`src/rtl/cu_decode_stage.sv`:
```
// cu_decode_stage: registered OTTER decode stage. Decodes the IF/ID instruction
// into ALU/regfile/memory/CSR controls and holds them in the ID/EX register,
// with valid/ready flow control, flush, load-use bubbles and a post-CSR drain.
module cu_decode_stage #(
    parameter logic        SUPPORT_CSR    = 1'b1,
    parameter logic        SUPPORT_MULDIV = 1'b1,
    parameter logic        LOAD_USE_STALL = 1'b1,
    parameter int unsigned CSR_DRAIN      = 2
) (
    input  logic        CLK,
    input  logic        RST,
    input  logic        flush,
    input  logic        if_valid,
    input  logic [31:0] instr,
    output logic        if_ready,
    input  logic        ex_ready,
    output logic        ex_valid,
    output logic [3:0]  alu_fun,
    output logic [1:0]  alu_srcA,
    output logic [2:0]  alu_srcB,
    output logic [1:0]  rf_wr_sel,
    output logic        regWrite,
    output logic        memWrite,
    output logic        memRead2,
    output logic        csr_WE,
    output logic        mret_exec,
    output logic        branch,
    output logic        muldiv,
    output logic        illegal,
    output logic [4:0]  rd,
    output logic [4:0]  rs1,
    output logic [4:0]  rs2
);

    localparam logic [6:0] OP_R      = 7'b0110011;
    localparam logic [6:0] OP_IMM    = 7'b0010011;
    localparam logic [6:0] OP_LOAD   = 7'b0000011;
    localparam logic [6:0] OP_STORE  = 7'b0100011;
    localparam logic [6:0] OP_BRANCH = 7'b1100011;
    localparam logic [6:0] OP_LUI    = 7'b0110111;
    localparam logic [6:0] OP_AUIPC  = 7'b0010111;
    localparam logic [6:0] OP_JAL    = 7'b1101111;
    localparam logic [6:0] OP_JALR   = 7'b1100111;
    localparam logic [6:0] OP_SYS    = 7'b1110011;

    localparam logic [0:0] ST_RUN   = 1'b0;
    localparam logic [0:0] ST_DRAIN = 1'b1;

    localparam logic [3:0] DRAIN_INIT = 4'(CSR_DRAIN);

    typedef struct packed {
        logic [3:0] alu_fun;
        logic [1:0] src_a;
        logic [2:0] src_b;
        logic [1:0] wr_sel;
        logic       reg_write;
        logic       mem_write;
        logic       mem_read;
        logic       csr_we;
        logic       mret;
        logic       branch;
        logic       muldiv;
        logic       illegal;
        logic [4:0] rd;
        logic [4:0] rs1;
        logic [4:0] rs2;
    } ctrl_t;

    ctrl_t      dec;
    ctrl_t      ctrl_q;
    logic       dec_serial;
    logic       bad;
    logic       valid_q;
    logic [0:0] state;
    logic [3:0] count;
    logic       advance;
    logic       accept;
    logic       hazard;

    logic [6:0] opcode;
    logic [2:0] f3;
    logic [6:0] f7;

    assign opcode = instr[6:0];
    assign f3     = instr[14:12];
    assign f7     = instr[31:25];

    // Combinational decode of the incoming instruction; unused register fields stay 0
    always_comb begin
        dec        = '0;
        dec_serial = 1'b0;
        bad        = 1'b0;
        case (opcode)
            OP_R: begin
                dec.reg_write = 1'b1;
                dec.wr_sel    = 2'd3;
                dec.rd        = instr[11:7];
                dec.rs1       = instr[19:15];
                dec.rs2       = instr[24:20];
                dec.alu_fun   = {f7[5], f3};
                if (f7 == 7'b0000001) begin
                    dec.muldiv  = 1'b1;
                    dec.alu_fun = {1'b0, f3};
                    if (!SUPPORT_MULDIV) bad = 1'b1;
                end
            end
            OP_IMM: begin
                dec.reg_write = 1'b1;
                dec.wr_sel    = 2'd3;
                dec.src_b     = 3'd1;
                dec.rd        = instr[11:7];
                dec.rs1       = instr[19:15];
                dec.alu_fun   = {(f3 == 3'b101) ? f7[5] : 1'b0, f3};
            end
            OP_LOAD: begin
                dec.mem_read  = 1'b1;
                dec.reg_write = 1'b1;
                dec.src_b     = 3'd1;
                dec.wr_sel    = 2'd2;
                dec.rd        = instr[11:7];
                dec.rs1       = instr[19:15];
            end
            OP_STORE: begin
                dec.mem_write = 1'b1;
                dec.src_b     = 3'd2;
                dec.rs1       = instr[19:15];
                dec.rs2       = instr[24:20];
            end
            OP_BRANCH: begin
                dec.branch = 1'b1;
                dec.rs1    = instr[19:15];
                dec.rs2    = instr[24:20];
            end
            OP_LUI: begin
                dec.reg_write = 1'b1;
                dec.src_a     = 2'd1;
                dec.alu_fun   = 4'b1001;
                dec.wr_sel    = 2'd3;
                dec.rd        = instr[11:7];
            end
            OP_AUIPC: begin
                dec.reg_write = 1'b1;
                dec.src_a     = 2'd1;
                dec.src_b     = 3'd3;
                dec.wr_sel    = 2'd3;
                dec.rd        = instr[11:7];
            end
            OP_JAL: begin
                dec.reg_write = 1'b1;
                dec.rd        = instr[11:7];
            end
            OP_JALR: begin
                dec.reg_write = 1'b1;
                dec.rd        = instr[11:7];
                dec.rs1       = instr[19:15];
            end
            OP_SYS: begin
                dec_serial = 1'b1;
                case (f3)
                    3'b000: dec.mret = 1'b1;
                    3'b001: dec.alu_fun = 4'b1001;
                    3'b010: begin
                        dec.src_b   = 3'd4;
                        dec.alu_fun = 4'b0110;
                    end
                    3'b011: begin
                        dec.src_a   = 2'd2;
                        dec.src_b   = 3'd4;
                        dec.alu_fun = 4'b0111;
                    end
                    default: bad = 1'b1;
                endcase
                if (f3 != 3'b000) begin
                    dec.csr_we    = 1'b1;
                    dec.reg_write = 1'b1;
                    dec.wr_sel    = 2'd1;
                    dec.rd        = instr[11:7];
                    dec.rs1       = instr[19:15];
                end
                if (!SUPPORT_CSR) bad = 1'b1;
            end
            default: bad = 1'b1;
        endcase
        if (bad) begin
            dec         = '0;
            dec.illegal = 1'b1;
            dec_serial  = 1'b0;
        end
        if (dec.rd == 5'd0) dec.reg_write = 1'b0;
    end

    assign advance  = ~valid_q | ex_ready;
    assign hazard   = LOAD_USE_STALL && valid_q && ctrl_q.mem_read && (ctrl_q.rd != 5'd0) &&
                      if_valid && ((dec.rs1 == ctrl_q.rd) || (dec.rs2 == ctrl_q.rd));
    assign if_ready = ~RST & advance & (state == ST_RUN) & ~hazard & ~flush;
    assign accept   = if_valid & if_ready;

    // ID/EX register: cleared on reset/flush, loads decode or a bubble when execute can take it
    always_ff @(posedge CLK) begin
        if (RST || flush) begin
            valid_q <= 1'b0;
            ctrl_q  <= '0;
        end else if (advance) begin
            if (accept) begin
                valid_q <= 1'b1;
                ctrl_q  <= dec;
            end else begin
                valid_q <= 1'b0;
                ctrl_q  <= '0;
            end
        end
    end

    // Serialisation FSM: holds off fetch for DRAIN_INIT cycles after a CSR/MRET is accepted
    always_ff @(posedge CLK) begin
        if (RST || flush) begin
            state <= ST_RUN;
            count <= '0;
        end else begin
            case (state)
                ST_RUN: begin
                    if (accept && dec_serial && (DRAIN_INIT != 4'd0)) begin
                        state <= ST_DRAIN;
                        count <= DRAIN_INIT;
                    end
                end
                ST_DRAIN: begin
                    if (count <= 4'd1) begin
                        state <= ST_RUN;
                        count <= '0;
                    end else begin
                        count <= count - 4'd1;
                    end
                end
                default: begin
                    state <= ST_RUN;
                    count <= '0;
                end
            endcase
        end
    end

    assign ex_valid  = valid_q;
    assign alu_fun   = ctrl_q.alu_fun;
    assign alu_srcA  = ctrl_q.src_a;
    assign alu_srcB  = ctrl_q.src_b;
    assign rf_wr_sel = ctrl_q.wr_sel;
    assign regWrite  = ctrl_q.reg_write;
    assign memWrite  = ctrl_q.mem_write;
    assign memRead2  = ctrl_q.mem_read;
    assign csr_WE    = ctrl_q.csr_we;
    assign mret_exec = ctrl_q.mret;
    assign branch    = ctrl_q.branch;
    assign muldiv    = ctrl_q.muldiv;
    assign illegal   = ctrl_q.illegal;
    assign rd        = ctrl_q.rd;
    assign rs1       = ctrl_q.rs1;
    assign rs2       = ctrl_q.rs2;

endmodule
```
`config.mk`:
```
export PLATFORM = sky130hd
export DESIGN_NAME = cu_decode_stage
export DESIGN_NICKNAME = d
export VERILOG_FILES = /design/src/rtl/cu_decode_stage.sv
export SDC_FILE = /design/constraint.sdc
export NUM_CORES = 1
export LEC_CHECK = 0
export ABC_AREA = 0
export CORE_UTILIZATION = 48
export CTS_CLUSTER_SIZE = 40
export DETAILED_ROUTE_END_ITERATION = 10
export PLACE_DENSITY = 0.84
export SYNTH_ARGS = -nofsm -noshare
export SYNTH_HDL_FRONTEND = slang
export SYNTH_SLANG_ARGS = --single-unit
```
`constraint.sdc`:
```
create_clock -name CLK -period 5.75 [get_ports CLK]
set_input_delay 0.8625 -clock CLK [delete_from_list [all_inputs] [get_ports CLK]]
set_output_delay 0.8625 -clock CLK [all_outputs]
set_load 0.05 [all_outputs]
```
### Word-level counts from Yosys, hierarchy flattened

Cells that the tools add are included.

| storage, ports and cells | value |
|---|---|
| bits in registers | 40 |
| latch bits | 0 |
| bits in writable memories | 0 |
| ROM bits | 0 |
| input port bits | 37 |
| output and inout port bits | 36 |
| memories kept | 0 |

| cells by class | value |
|---|---|
| add/sub/neg operators | 1 |
| multipliers | 0 |
| div/mod/pow operators | 0 |
| magnitude comparators | 1 |
| equality and inequality tests | 18 |
| shifts and indexed selects | 0 |
| mux-type cells | 37 |
| bitwise gates (word level) | 11 |
| reduce and logical (&&, ||, !) cells | 20 |

Operators with widths:

| cell | count |
|---|---|
| 34-bit 2-to-1 mux | 2 |
| 7-bit equality test, second input constant | 4 |
| 7-bit by 6-bit equality test with 1-bit output, second input constant | 3 |
| 5-bit one-hot mux with 2 select lines | 2 |
| 4-bit one-hot mux with 4 select lines | 1 |
| 1-bit 2-to-1 mux | 15 |
| 7-bit by 5-bit equality test with 1-bit output, second input constant | 2 |
| 4-bit 2-to-1 mux | 3 |
| 3-bit one-hot mux with 4 select lines | 1 |
| 4-bit one-hot mux with 3 select lines | 1 |
| 5-bit equality test | 2 |
| 10-bit 2-to-1 mux | 1 |
| 9-bit OR reduction | 1 |
| 4-bit one-hot mux with 2 select lines | 1 |
| 4-bit OR reduction | 2 |
| 7-bit by 1-bit equality test with 1-bit output, second input constant | 1 |
| 7-bit by 2-bit equality test with 1-bit output, second input constant | 1 |
| 7-bit OR reduction | 1 |
| 3-bit by 2-bit equality test with 1-bit output, second input constant | 2 |
| 2-bit 2-to-1 mux | 3 |
| 1-bit one-hot mux with 2 select lines | 3 |
| 2-bit one-hot mux with 3 select lines | 1 |
| 2-bit OR reduction | 3 |
| 6-bit OR reduction | 1 |
| other kinds (18) | 31 |

### Logic depth before layout (Yosys ltp)

| logic depth | value |
|---|---|
| depth in word-level cells | 15 |
| mapped depth | 11 |
| gate-level depth less buffers | 8 |

### Worst setup path before layout

No wires, ideal clock.

| path | value |
|---|---|
| path kind | input to output |
| start point | in instr[2] |
| end point | out if_ready |
| arrival | 2.758 ns |
| required time | 4.888 ns |
| slack | 2.129 ns |
| stages on the path | 8 |
| buffers on the path | 2 |
| cells stage by stage | buf_4 > and4b_1 > a211oi_2 > and4b_1 > buf_4 > a21o_1 > a222oi_1 > nor2_1 |

| between the ends | value |
|---|---|
| cells in the longest elaborated chain, start to end | 10 |
| elaborated cells between the ends (all ways) | 24 |
| classes of those cells | 12 x eq/ne; 4 x mux; 3 x bitwise; 5 x reduce/logical |

Ends and longest elaborated chain:

| item | RTL line | text |
|---|---|---|
| start: declaration | 14 | `input logic [31:0] instr,` |
| 7-bit by 6-bit equality test with 1-bit output, or another cell as far along | 93 | `case (opcode)` |
| 9-bit OR reduction (no line), or another cell as far along | - |  |
| 1-bit one-hot mux with 2 select lines, or another cell as far along | 93 |  |
| 34-bit 2-to-1 mux * | 184 | `if (bad) begin` |
| 5-bit equality test | 194 | `if_valid && ((dec.rs1 == ctrl_q.rd) \|\| (dec.rs2 == ctrl_q.rd));` |
| 1-bit logical OR * | 194 |  |
| 1-bit logical AND * | 194 |  |
| 1-bit NOT * | 195 | `assign if_ready = ~RST & advance & (state == ST_RUN) & ~hazard & ~flush;` |
| 1-bit bitwise AND * (2 in a row) | 195 |  |
| end: declaration | 15 | `output logic if_ready,` |

Mark *: on every way between the ends. The rest lies on a longest branch, timed or not.

### Final worst setup path

| path | value |
|---|---|
| start point | in instr[6] |
| end point | out if_ready |

Same word-level chain as after synthesis.

==> impl_summary.txt <==
----------------------------------------------------
[Run status]
  Run status ... finished, final reports clean

[Placed design]
  Final RePlAce weighted congestion ... 0.887
  Number of instances in the placed design ... between 300 and 400
  Post-Place Setup Slack ... 942 ps
  Number of input and output port buffers inserted ... 72
  Detailed Place HPWL ... between 3 and 4 mm
  Standard cell area after detailed placement ... 2760 um^2

[STA]
  Final TNS setup ... 0 ps
  Unrepaired setup endpoints after global routing ... no
  Worst slew pin tran ... 1000 ps
  Number of max-slew violations in the final report ... 0
  Worst Setup Slack, final ... approximately 900 ps
  Hold WS ... 450 ps
  Final cycle utilization of the critical path ... 0.843
  Count of final hold-check violations ... 0
  Number of setup violations in the final report ... 0
  Setup clock skew after layout ... about 7.7 ps
  FMAX ... 206 MHz
  Worst rel slew slack ... 0.329
  Crit path time final ... ~4800 ps

[Die]
  Starting utilization of the core area ... 0.507
  Die area ... around 4500 um^2
  Die W ... 67.2 um
  I/O pin count ... 73
  Core area ... 4030 um^2
  Core Rows ... 23
  Height of the die ... 67.2 um

[Cells and area]
  Synthesis-to-finish area growth ... 40.7%
  Summed area of non-filler cells in the final layout ... 2870 um^2
  Post-Layout Cell Count ... between 300 and 400
  Diodes inserted ... 0
  Net count, final ... 347
  Layout cells sized above 1 ... 0.0712
  Layout fillers ... ~330
  Leading cell types in the layout, fill and taps excluded ... sky130_fd_sc_hd__clkdlybuf4s50_1 (72), sky130_fd_sc_hd__dfxtp_1 (40), sky130_fd_sc_hd__nand2_1 (33)
  Most common library cell in the layout ignoring fill and taps ... sky130_fd_sc_hd__clkdlybuf4s50_1

[CTS]
  CTS buffer count ... 5
  PostCTS Resize Cnt ... 0
  Clock root buffer ... sky130_fd_sc_hd__clkbuf_8
  Number of post-CTS setup repair buffers ... 0
  CTS tree ... yes
  Clock Latency Late Sink ... roughly 300 ps
  Num Clock Sinks ... 40
  Quantity of hold-fixing buffers added after cts ... 0
  Clock buffer depth ... 2
  Clock-pin slew of the registers on the worst-case setup and hold paths ... 80 ps
  Number of levels the H-tree was split into ... 2

[Synth]
  Number of synthesized flops with an enable pin ... 0
  Number of different library cells in the post-synthesis netlist ... 55
  Synthesized netlist cell count ... 242
  Average footprint of a synthesized cell ... ~8.4 um^2
  Net count after synthesis ... around 280
  FFs w/ async S/R, synth ... 0
  Sequential cell area fraction in the yosys report ... 0.392
  Primary FF master, synth ... sky130_fd_sc_hd__dfxtp_1
  Warnings, synthesis ... 0
  Post-synthesis cell area ... 2040 um^2
  Flop and latch count out of synthesis ... 40

[Routing]
  Number of nets still failing antenna checks after routing ... 0
  Count of routing violations after the opening detailed-route iteration ... roughly 190
  Detailed-route wire length per cell ... between 10 and 15 um
  Vias per cell ... slightly below 6
  Count of TritonRoute iterations in the first routing pass ... 4
  Total number of vias ... 2071
  Routed wire length ... 5.24 mm
  Final routed DRC violation total ... 0

[Worst setup path]
  R2R depth ... 8
  Startpoint type of the worst setup path ... primary input
  Setup Crit Path Kind ... primary input to output port
  Start point of the critical path ... instr[6]
  Critical path peak fanout ... 13
  Kind of end point of the critical path ... output port
  Data arrival, critical path ... around 4000 ps
  Startpoint of the worst-slack reg-to-reg timing path ... rd[3]
  Worst flop-to-flop path endpoint ... rf_wr_sel[0]
  Data required, critical path ... 4890 ps
  R2R setup slack ... about 3300 ps

[Pwr]
  Sequential fraction of design power ... 0.482
  Internal Power ... 0.000441 W
  Leakage dissipation ... 0.975 nW
  Power Density ... 201 nW/um^2
  Net Sw Power ... 0.000135 W
  Clock power share ... 0.407
  Peak ir drop on the vdd network ... 0.117 mV
  Combinational Power Share ... 0.110
  Net Sw Frac ... 0.235

[Hold path]
  HP Class ... flip-flop to flip-flop
  WHS Endpoint ... alu_srcA[0]
  Hold Path Cell Cnt ... 2
  Hold wc startpoint ... alu_srcA[0]

[Global routing]
  Number of antenna violations at the first check in global routing ... 0
  Number of global-route vias before repair ... 1833
  GRT overflow ... 0
  Total track usage ... 0.250
  Pin count of the biggest net entering global routing ... 35
  First-pass GRT wire length ... 8.40 mm

[Run]
  Max_cap viols ... 0

----------------------------------------------------
-- worst max path at each step --
stage	to	slack, ps	cells after the start
2_1_floorplan	if_ready	2130	8
3_3_place_gp	if_ready	970	9
3_5_place_dp	if_ready	940	9
4_1_cts	if_ready	920	9
5_1_grt	if_ready	760	9
6_report	if_ready	900	9
-- metal layers --
metal,global-route usage,up-vias,part of all wire,wire length (um)
met5,0,-,0,0
met4,0.109,0,0.019,97
met3,0.0676,10,0.073,384
met2,0.424,72,0.49,2560
met1,0.294,956,0.42,2200
li1,-,1033,-,-
-- cell families after synthesis --
group / Yosys count / synth area share
AND/OR/NAND/NOR: 104 / 0.275
XOR/XNOR: 5 / 0.0214
adder cells (fa/ha/maj): 2 / 0.0123
buffers and inverters: 20 / 0.0509
AO/OA/AOI/OAI: 71 / 0.248
flip-flops: 40 / 0.392
-- synth_stat cells (2+ instances only) --
cell type | instances | share of area
sky130_fd_sc_hd__nor3b_1 | 3 | 0.011
sky130_fd_sc_hd__a32o_1 | 13 | 0.064
sky130_fd_sc_hd__o21ai_1 | 9 | 0.022
sky130_fd_sc_hd__a21oi_1 | 7 | 0.017
sky130_fd_sc_hd__buf_4 | 5 | 0.018
sky130_fd_sc_hd__a22oi_1 | 2 | 0.0074
sky130_fd_sc_hd__o21ai_0 | 14 | 0.034
sky130_fd_sc_hd__a21o_1 | 2 | 0.0074
sky130_fd_sc_hd__dfxtp_1 | 40 | 0.39
sky130_fd_sc_hd__or4_1 | 2 | 0.0074
sky130_fd_sc_hd__nor3_1 | 7 | 0.017
sky130_fd_sc_hd__clkbuf_1 | 6 | 0.011
sky130_fd_sc_hd__a31o_2 | 2 | 0.0086
sky130_fd_sc_hd__a22o_1 | 2 | 0.0086
sky130_fd_sc_hd__o311ai_0 | 2 | 0.0086
sky130_fd_sc_hd__inv_1 | 5 | 0.0092
sky130_fd_sc_hd__xor2_1 | 2 | 0.0086
sky130_fd_sc_hd__nand3_1 | 13 | 0.032
sky130_fd_sc_hd__nor3_2 | 2 | 0.0098
sky130_fd_sc_hd__nor2_1 | 14 | 0.026
sky130_fd_sc_hd__or3_1 | 2 | 0.0061
sky130_fd_sc_hd__nand3b_1 | 7 | 0.026
sky130_fd_sc_hd__and4b_1 | 2 | 0.0098
sky130_fd_sc_hd__nand2b_1 | 4 | 0.012
sky130_fd_sc_hd__a31oi_1 | 5 | 0.015
sky130_fd_sc_hd__buf_2 | 2 | 0.0049
sky130_fd_sc_hd__nand2_1 | 33 | 0.061
sky130_fd_sc_hd__ha_1 | 2 | 0.012
sky130_fd_sc_hd__xnor2_1 | 3 | 0.013
sky130_fd_sc_hd__or2_2 | 4 | 0.012
sky130_fd_sc_hd__o22ai_1 | 2 | 0.0061
-- state kept, by name, indices dropped and copies added (netlist names), 2 cells and up --
name	count
alu_fun	4
alu_srcA	2
alu_srcB	3
count	4
rd	5
rf_wr_sel	2
rs1	5
rs2	5
-- worst max-delay path: stages --
cell	delay [ps]
sky130_fd_sc_hd__clkdlybuf4s50_1	690
sky130_fd_sc_hd__or2b_1	280
sky130_fd_sc_hd__a211oi_2	230
sky130_fd_sc_hd__and4b_1	340
sky130_fd_sc_hd__a211o_1	310
sky130_fd_sc_hd__a222oi_1	330
sky130_fd_sc_hd__buf_4	200
sky130_fd_sc_hd__nor2_1	50
sky130_fd_sc_hd__clkdlybuf4s50_1	690
-- cell type report --
| cell class | count | area (um^2) | share of cell area |
|---|---|---|---|
| multi-input cells | 182 | 1140 | 0.397 |
| flip-flops and latches | 40 | 801 | 0.279 |
| repair buffers | 74 | 736 | 0.256 |
| clock buffers | 5 | 68.8 | 0.0240 |
| well taps | 50 | 62.6 | 0.0218 |
| clock inverters | 3 | 46.3 | 0.0161 |
| inverters | 5 | 18.8 | 0.00653 |
-- through the flow --
stage / total power [W] / utilization
CTS: 0.000581 / 0.713
detailed placement: 0.000347 / 0.684
global route: 0.000596 / 0.713
finish: 0.000576 / 0.713
global placement: 0.000346 / 0.684
floorplan: 0.000312 / -
-- power groups by stage --
stage / clock, W / sequential [W] / combinational [W]
2_1_floorplan: 0 / 0.000287 / 0.0000256
3_3_place_gp: 0 / 0.000284 / 0.0000619
3_5_place_dp: 0 / 0.000284 / 0.0000627
4_1_cts: 0.000240 / 0.000278 / 0.0000633
5_1_grt: 0.000250 / 0.000278 / 0.0000683
6_report: 0.000235 / 0.000278 / 0.0000637
(Power assumes the default switching activity.)
